<file path="config.mk">
export PLATFORM = sky130hd
export DESIGN_NAME = cmp32_share_ctrl
export DESIGN_NICKNAME = d
export VERILOG_FILES = /design/src/rtl/cmp32_share_ctrl.sv
export SDC_FILE = /design/constraint.sdc
export NUM_CORES = 1
export LEC_CHECK = 0
export BUFFER_PORTS_ARGS = -buffer_cell sky130_fd_sc_hd__buf_2
export CORE_AREA = 2 2 143 145
export DETAILED_ROUTE_END_ITERATION = 16
export DIE_AREA = 0 0 145 147
export PLACE_DENSITY = 0.71
export SYNTH_ARGS = -nofsm -noshare
export SYNTH_HDL_FRONTEND = slang
export SYNTH_SLANG_ARGS = --single-unit
</file>
<file path="constraint.sdc">
create_clock -name clk -period 2.32 [get_ports clk]
set_input_delay 0.232 -clock clk [delete_from_list [all_inputs] [get_ports clk]]
set_output_delay 0.232 -clock clk [all_outputs]
set_load 0.02 [all_outputs]
</file>
<file path="src/rtl/cmp32_share_ctrl.sv">
// cmp32_share_ctrl
// Round-robin controller that time-shares one external combinational unsigned
// less-than comparator among NREQ requesters. It accepts one request at a time,
// drives the comparator operands from registers, maps the less-than result onto
// the requested relation, and returns it on a per-requester response channel.
//
// Ports:
//   clk, rst_n          rising-edge clock, asynchronous active-low reset
//   req_valid/req_ready per-requester request handshake (ready is one-hot or zero)
//   req_a, req_b        packed operands, requester i at [i*WIDTH +: WIDTH]
//   req_op              packed 2-bit opcodes: 0=LT 1=GE 2=GT 3=LE
//   rsp_valid/rsp_ready per-requester response handshake (valid is one-hot or zero)
//   rsp_res             relational result for the flagged requester
//   cmp_a, cmp_b        registered operands to the shared comparator
//   cmp_lt              comparator result (cmp_a < cmp_b, unsigned)
//   busy                high while an operation is in flight
//   done_cnt            wrapping count of accepted responses
module cmp32_share_ctrl #(
  parameter int NREQ  = 4,
  parameter int WIDTH = 32
) (
  input  logic                  clk,
  input  logic                  rst_n,
  input  logic [NREQ-1:0]       req_valid,
  output logic [NREQ-1:0]       req_ready,
  input  logic [NREQ*WIDTH-1:0] req_a,
  input  logic [NREQ*WIDTH-1:0] req_b,
  input  logic [NREQ*2-1:0]     req_op,
  output logic [NREQ-1:0]       rsp_valid,
  input  logic [NREQ-1:0]       rsp_ready,
  output logic                  rsp_res,
  output logic [WIDTH-1:0]      cmp_a,
  output logic [WIDTH-1:0]      cmp_b,
  input  logic                  cmp_lt,
  output logic                  busy,
  output logic [15:0]           done_cnt
);

  localparam int GW  = (NREQ > 1) ? $clog2(NREQ) : 1;
  localparam int GW1 = GW + 1;

  typedef enum logic [1:0] {
    IDLE = 2'd0,
    CMP  = 2'd1,
    RESP = 2'd2
  } state_t;

  state_t              state_r, state_s;
  logic [GW-1:0]       ptr_r;
  logic [GW-1:0]       gnt_r;
  logic [1:0]          op_r;
  logic                res_r;
  logic [WIDTH-1:0]    cmp_a_r, cmp_b_r;
  logic [NREQ-1:0]     rsp_valid_r;
  logic [15:0]         done_cnt_r;

  logic [2*NREQ-1:0]   dbl_s;
  logic [2*NREQ-1:0]   sh_s;
  logic [NREQ-1:0]     rot_s;
  logic                gnt_found_s;
  logic [GW-1:0]       gnt_idx_s;
  logic [WIDTH-1:0]    sel_a_s, sel_b_s;
  logic [1:0]          sel_op_s;
  logic                rsp_acc_s;
  logic [NREQ-1:0]     req_ready_s;

  // (p + k) mod NREQ without a divider; p < NREQ and k < NREQ keep one subtract enough
  function automatic logic [GW-1:0] wrap_idx(input logic [GW-1:0] p, input int k);
    logic [GW1-1:0] s;
    s = {1'b0, p} + GW1'(k);
    if (s >= GW1'(NREQ)) begin
      s = s - GW1'(NREQ);
    end else begin
      s = s;
    end
    return s[GW-1:0];
  endfunction

  // Rotate the valid vector so bit 0 is the requester at ptr; scanning upward is then round-robin
  assign dbl_s = {req_valid, req_valid};
  assign sh_s  = dbl_s >> ptr_r;
  assign rot_s = sh_s[NREQ-1:0];

  // First valid requester at or after ptr
  always_comb begin
    gnt_found_s = 1'b0;
    gnt_idx_s   = '0;
    for (int k = 0; k < NREQ; k++) begin
      if (!gnt_found_s && rot_s[k]) begin
        gnt_found_s = 1'b1;
        gnt_idx_s   = wrap_idx(ptr_r, k);
      end else begin
        gnt_found_s = gnt_found_s;
      end
    end
  end

  // Operand and opcode mux for the candidate grant
  always_comb begin
    sel_a_s  = '0;
    sel_b_s  = '0;
    sel_op_s = 2'd0;
    for (int k = 0; k < NREQ; k++) begin
      if (gnt_idx_s == GW'(k)) begin
        sel_a_s  = req_a[k*WIDTH +: WIDTH];
        sel_b_s  = req_b[k*WIDTH +: WIDTH];
        sel_op_s = req_op[k*2 +: 2];
      end else begin
        sel_op_s = sel_op_s;
      end
    end
  end

  // Ready is driven only in IDLE and only from state, ptr and req_valid
  always_comb begin
    req_ready_s = '0;
    if (state_r == IDLE && gnt_found_s) begin
      req_ready_s = NREQ'(1) << gnt_idx_s;
    end else begin
      req_ready_s = '0;
    end
  end

  // rsp_valid_r is one-hot on the granted requester, so this ignores other rsp_ready bits
  assign rsp_acc_s = |(rsp_valid_r & rsp_ready);

  // Next-state logic
  always_comb begin
    state_s = state_r;
    case (state_r)
      IDLE: begin
        if (gnt_found_s) begin
          state_s = CMP;
        end else begin
          state_s = IDLE;
        end
      end
      CMP:  state_s = RESP;
      RESP: begin
        if (rsp_acc_s) begin
          state_s = IDLE;
        end else begin
          state_s = RESP;
        end
      end
      default: state_s = IDLE;
    endcase
  end

  // State register
  always_ff @(posedge clk or negedge rst_n) begin
    if (!rst_n) begin
      state_r <= IDLE;
    end else begin
      state_r <= state_s;
    end
  end

  // Datapath: capture at handshake, evaluate in CMP, retire in RESP
  always_ff @(posedge clk or negedge rst_n) begin
    if (!rst_n) begin
      ptr_r       <= '0;
      gnt_r       <= '0;
      op_r        <= 2'd0;
      res_r       <= 1'b0;
      cmp_a_r     <= '0;
      cmp_b_r     <= '0;
      rsp_valid_r <= '0;
      done_cnt_r  <= 16'd0;
    end else begin
      case (state_r)
        IDLE: begin
          if (gnt_found_s) begin
            gnt_r <= gnt_idx_s;
            op_r  <= sel_op_s;
            // GT and LE (op[1]=1) are a<b with operands swapped
            if (sel_op_s[1]) begin
              cmp_a_r <= sel_b_s;
              cmp_b_r <= sel_a_s;
            end else begin
              cmp_a_r <= sel_a_s;
              cmp_b_r <= sel_b_s;
            end
          end
        end
        CMP: begin
          // GE and LE (op[0]=1) are the complement of the less-than result
          res_r       <= cmp_lt ^ op_r[0];
          rsp_valid_r <= NREQ'(1) << gnt_r;
        end
        RESP: begin
          if (rsp_acc_s) begin
            rsp_valid_r <= '0;
            done_cnt_r  <= done_cnt_r + 16'd1;
            if (gnt_r == GW'(NREQ - 1)) begin
              ptr_r <= '0;
            end else begin
              ptr_r <= gnt_r + GW'(1);
            end
          end
        end
        default: begin
          rsp_valid_r <= '0;
        end
      endcase
    end
  end

  assign req_ready = req_ready_s;
  assign rsp_valid = rsp_valid_r;
  assign rsp_res   = res_r;
  assign cmp_a     = cmp_a_r;
  assign cmp_b     = cmp_b_r;
  assign busy      = (state_r != IDLE);
  assign done_cnt  = done_cnt_r;

endmodule

</file>
==> results.cfg <==
[run_status]
outcome = complete, no violations

[yosys]
synthFlopType = dfrtp_1
synth_edf_count = 0
netlist_instances = 973
yosys_warnings = 0
synth_nets = 1253
ys_seq_elements = 92
yosys.area.top_type = dfrtp_1
ys_seq_area_frac = 0.313
avgSynthCellArea_sq_um = 7.56
synthTopCellsByArea = dfrtp_1 (31%), nand3_1 (18%), o31ai_1 (13%)
async_reset_ff_frac = 1.00
yosysTopAreaCellShare = 0.313
synth_cell_type_count = 40
synth.cell_area_sq_um = 7350
yosysMostFrequentCell = nand3_1
synth.top_cells.by_count = nand3_1 (261), nand4_1 (134), o31ai_1 (129), clkbuf_1 (98), dfrtp_1 (92)

[hold_path]
hold_start = cmp_lt
min_to = rsp_res
hold_depth = 3
hold_class = in -> reg

[sta]
slew_violations = 0
max-slew-margin-rel = 0.579
fin_ws_ns = 0.0884
finalHoldViolations = 0
max_freq_mhz = 448
fin_crit_sh = 0.962
fin_skew_ns = 0.00611
setup_tns_ns = 0
finalSetupViolations = 0
rsz0062_at_grt = no
tightest_slew_ns = 0.630
min_period_ns = 2.23

[worst_setup_path]
reg2reg_depth = 7
max_stage_delay_ns = 0.57
cp.required_ns = 2.53
r2r_start = ptr_r[1]
start_kind = flip-flop
path_buf_inv = 1
cp_num_cells = 7
critPathTopFamily = multiplexers
worstSetupPathType = reg -> reg
reg2reg_to = cmp_a[31]
cp.arrival_ns = 2.44
crit_path_top_delay_cell = mux4_2
endpoint_kind = flip-flop
r2r_slack_ns = 0.09
path_cells = mux2i_4 -> or2_4 -> nand3_4 -> mux4_2 -> buf_8 -> nand3_1 -> a31oi_1
crit_fanout = 38

[clock_network]
cts_tree = built
numCtsBuffers = 9
cts.htree.levels = 3
clk_latency_ns = 0.35
cts.sinks = 92
cts_root_buf = clkbuf_16
path_clk_slew_ns = 0.07
clock_tree.buffer_depth = 2

[run]
drv_cap = 0

[route]
wire_per_inst_um = 19.6
dr.pass1.iters = 5
post-route-drc-count = 0
avgViaCountPerCell = 6.07
vias = 9293
drtIter0Drc = 918
ant_nets = 0
wl_um = 30000

[global_routing]
antenna_found_initial = 1
grt_max_degree = 129
grt_overflow = 0
grt_usage = 0.265
grt_pass1_vias = 8315
grt_pass1_wl_um = 45800

[floorplanning]
die_area_sq_um = 21300
io_pins = 365
initial_core_util = 0.370
rows = 52
die_x_um = 145
design.core.area_sq_um = 19800
die_h_um = 147

[pwr]
total_power_uw = 12100
max-vdd-ir-drop_uv = 607
power.leakage_uw = 0.00455
power.density_nw_per_um2 = 1230

[finish]
finalNonFillerCells = 1531
regArea_sq_um = 2300
syn_to_final_growth_pct = 34.2
layout-drive-gt1-share = 0.350
multi_input_area_sq_um = 4470
fin_area_sq_um = 9870
fillers = 1946
fin_nets = 1536
diodes = 0

[place]
dp_slack_ns = -0.0778
gp_congestion = 0.914
dpl_cell_area_sq_um = 9350
dp_hpwl_um = 19800
dpl.cell_count = 1506
io_buffer_count = 364
==> layout make-up <==
class,instances,area share
multi-input cells,738,0.453
repair buffers,403,0.243
flip-flops and latches,92,0.234
well taps,270,0.0342
clock buffers,10,0.0242
clock inverters,6,0.00697
inverters,12,0.00482
==> power breakdown <==
part           switching [uW]  total (uW)  internal [uW]
sequential                486        2830           2340
clock                     665        1540            873
combinational            4970        7740           2760
==> cells by family (layout without fill, tap and decap cells) <==
group / count (synthesis) / count (layout) / synth area share
compound gates: 213 / 213 / 0.205
xor+xnor: 16 / 16 / 0.0191
flops: 92 / 92 / 0.313
buf+inv: 144 / 431 / 0.0899
fa+ha+maj: 5 / 5 / 0.00851
simple gates: 495 / 496 / 0.350
mux: 8 / 8 / 0.0148
==> flip-flops by register name (all words and copies together) (netlist names) <==
| name | count |
|---|---|
| op_r | 1 |
| cmp_a | 32 |
| cmp_b | 32 |
| rsp_res | 1 |
| gnt_r | 2 |
| state_r | 2 |
| ptr_r | 2 |
| rsp_valid | 4 |
| done_cnt | 16 |
==> what timing repair did <==
| action | CTS | global route |
|---|---|---|
| endpoints found under the setup margin | 20 | 68 |
| gates cloned | 3 | 1 |
| buffers inserted | 0 | 4 |
| hold buffers | 1 | 0 |
| resized for setup | 7 | 11 |
| pin swaps | 1 | 2 |
| endpoints found under the hold margin | 44 | 0 |
==> metal layers <==
metal / track usage / wire length [um] / part of all wire / vias to the layer above
met3: 0.0550 / 2870 / 0.096 / 71
met5: 0 / 13 / 0.00043 / -
met2: 0.425 / 13900 / 0.46 / 571
met1: 0.354 / 12200 / 0.41 / 4306
li1: - / - / - / 4343
met4: 0.101 / 996 / 0.033 / 2
==> layout by cell type, fill, tap and decap left out, types with 2 or more instances in the layout <==
cell type,Yosys,routed
buf_2,9,362
nand3_1,261,261
nand4_1,134,134
o31ai_1,129,129
dfrtp_1,92,90
nor2_1,75,73
a31oi_1,64,64
buf_4,1,19
buf_12,0,14
xnor2_1,12,12
inv_1,11,11
clkbuf_16,0,10
nand2_1,9,9
ha_1,5,5
a21oi_1,5,4
a22o_1,4,4
xor2_1,4,4
nor2_4,0,3
mux2_2,3,3
o21ai_0,3,3
nor4_1,2,2
or2_4,1,2
and3_1,2,2
nor3_1,3,2
a22oi_1,2,2
nor2b_1,2,2
mux4_2,2,2
mux2i_1,3,2
inv_6,0,2
bufbuf_16,0,2
buf_6,14,2
dfrtp_2,0,2
==> stage by stage <==
step            util  hold slack (ns)
6_report       0.497            0.187
4_1_cts        0.492            0.172
3_5_place_dp   0.471            0.275
3_3_place_gp   0.471            0.274
5_1_grt        0.497            0.195
2_1_floorplan      -          -0.0636
==> worst max-delay path by stage <==
stage                         to     start  slack [ns]
finish                 cmp_a[31]  ptr_r[1]        0.09
global route            cmp_b[9]  ptr_r[1]       0.001
floorplan              cmp_a[30]  ptr_r[1]        0.27
CTS                 req_ready[0]  ptr_r[1]       0.007
detailed placement      cmp_a[2]  ptr_r[1]       -0.08
global placement        cmp_b[2]  ptr_r[1]        0.02
==> worst reg2reg max path, delay by kind of cell (launching register included) <==
family | cells | cell delay [ns]
DFF | 1 | 0.44
AOI/OAI and AO/OA | 1 | 0.10
buffers and inverters | 1 | 0.21
and+or+nand+nor | 3 | 0.56
muxes | 2 | 0.78
Power figures use the tool's default switching activity.
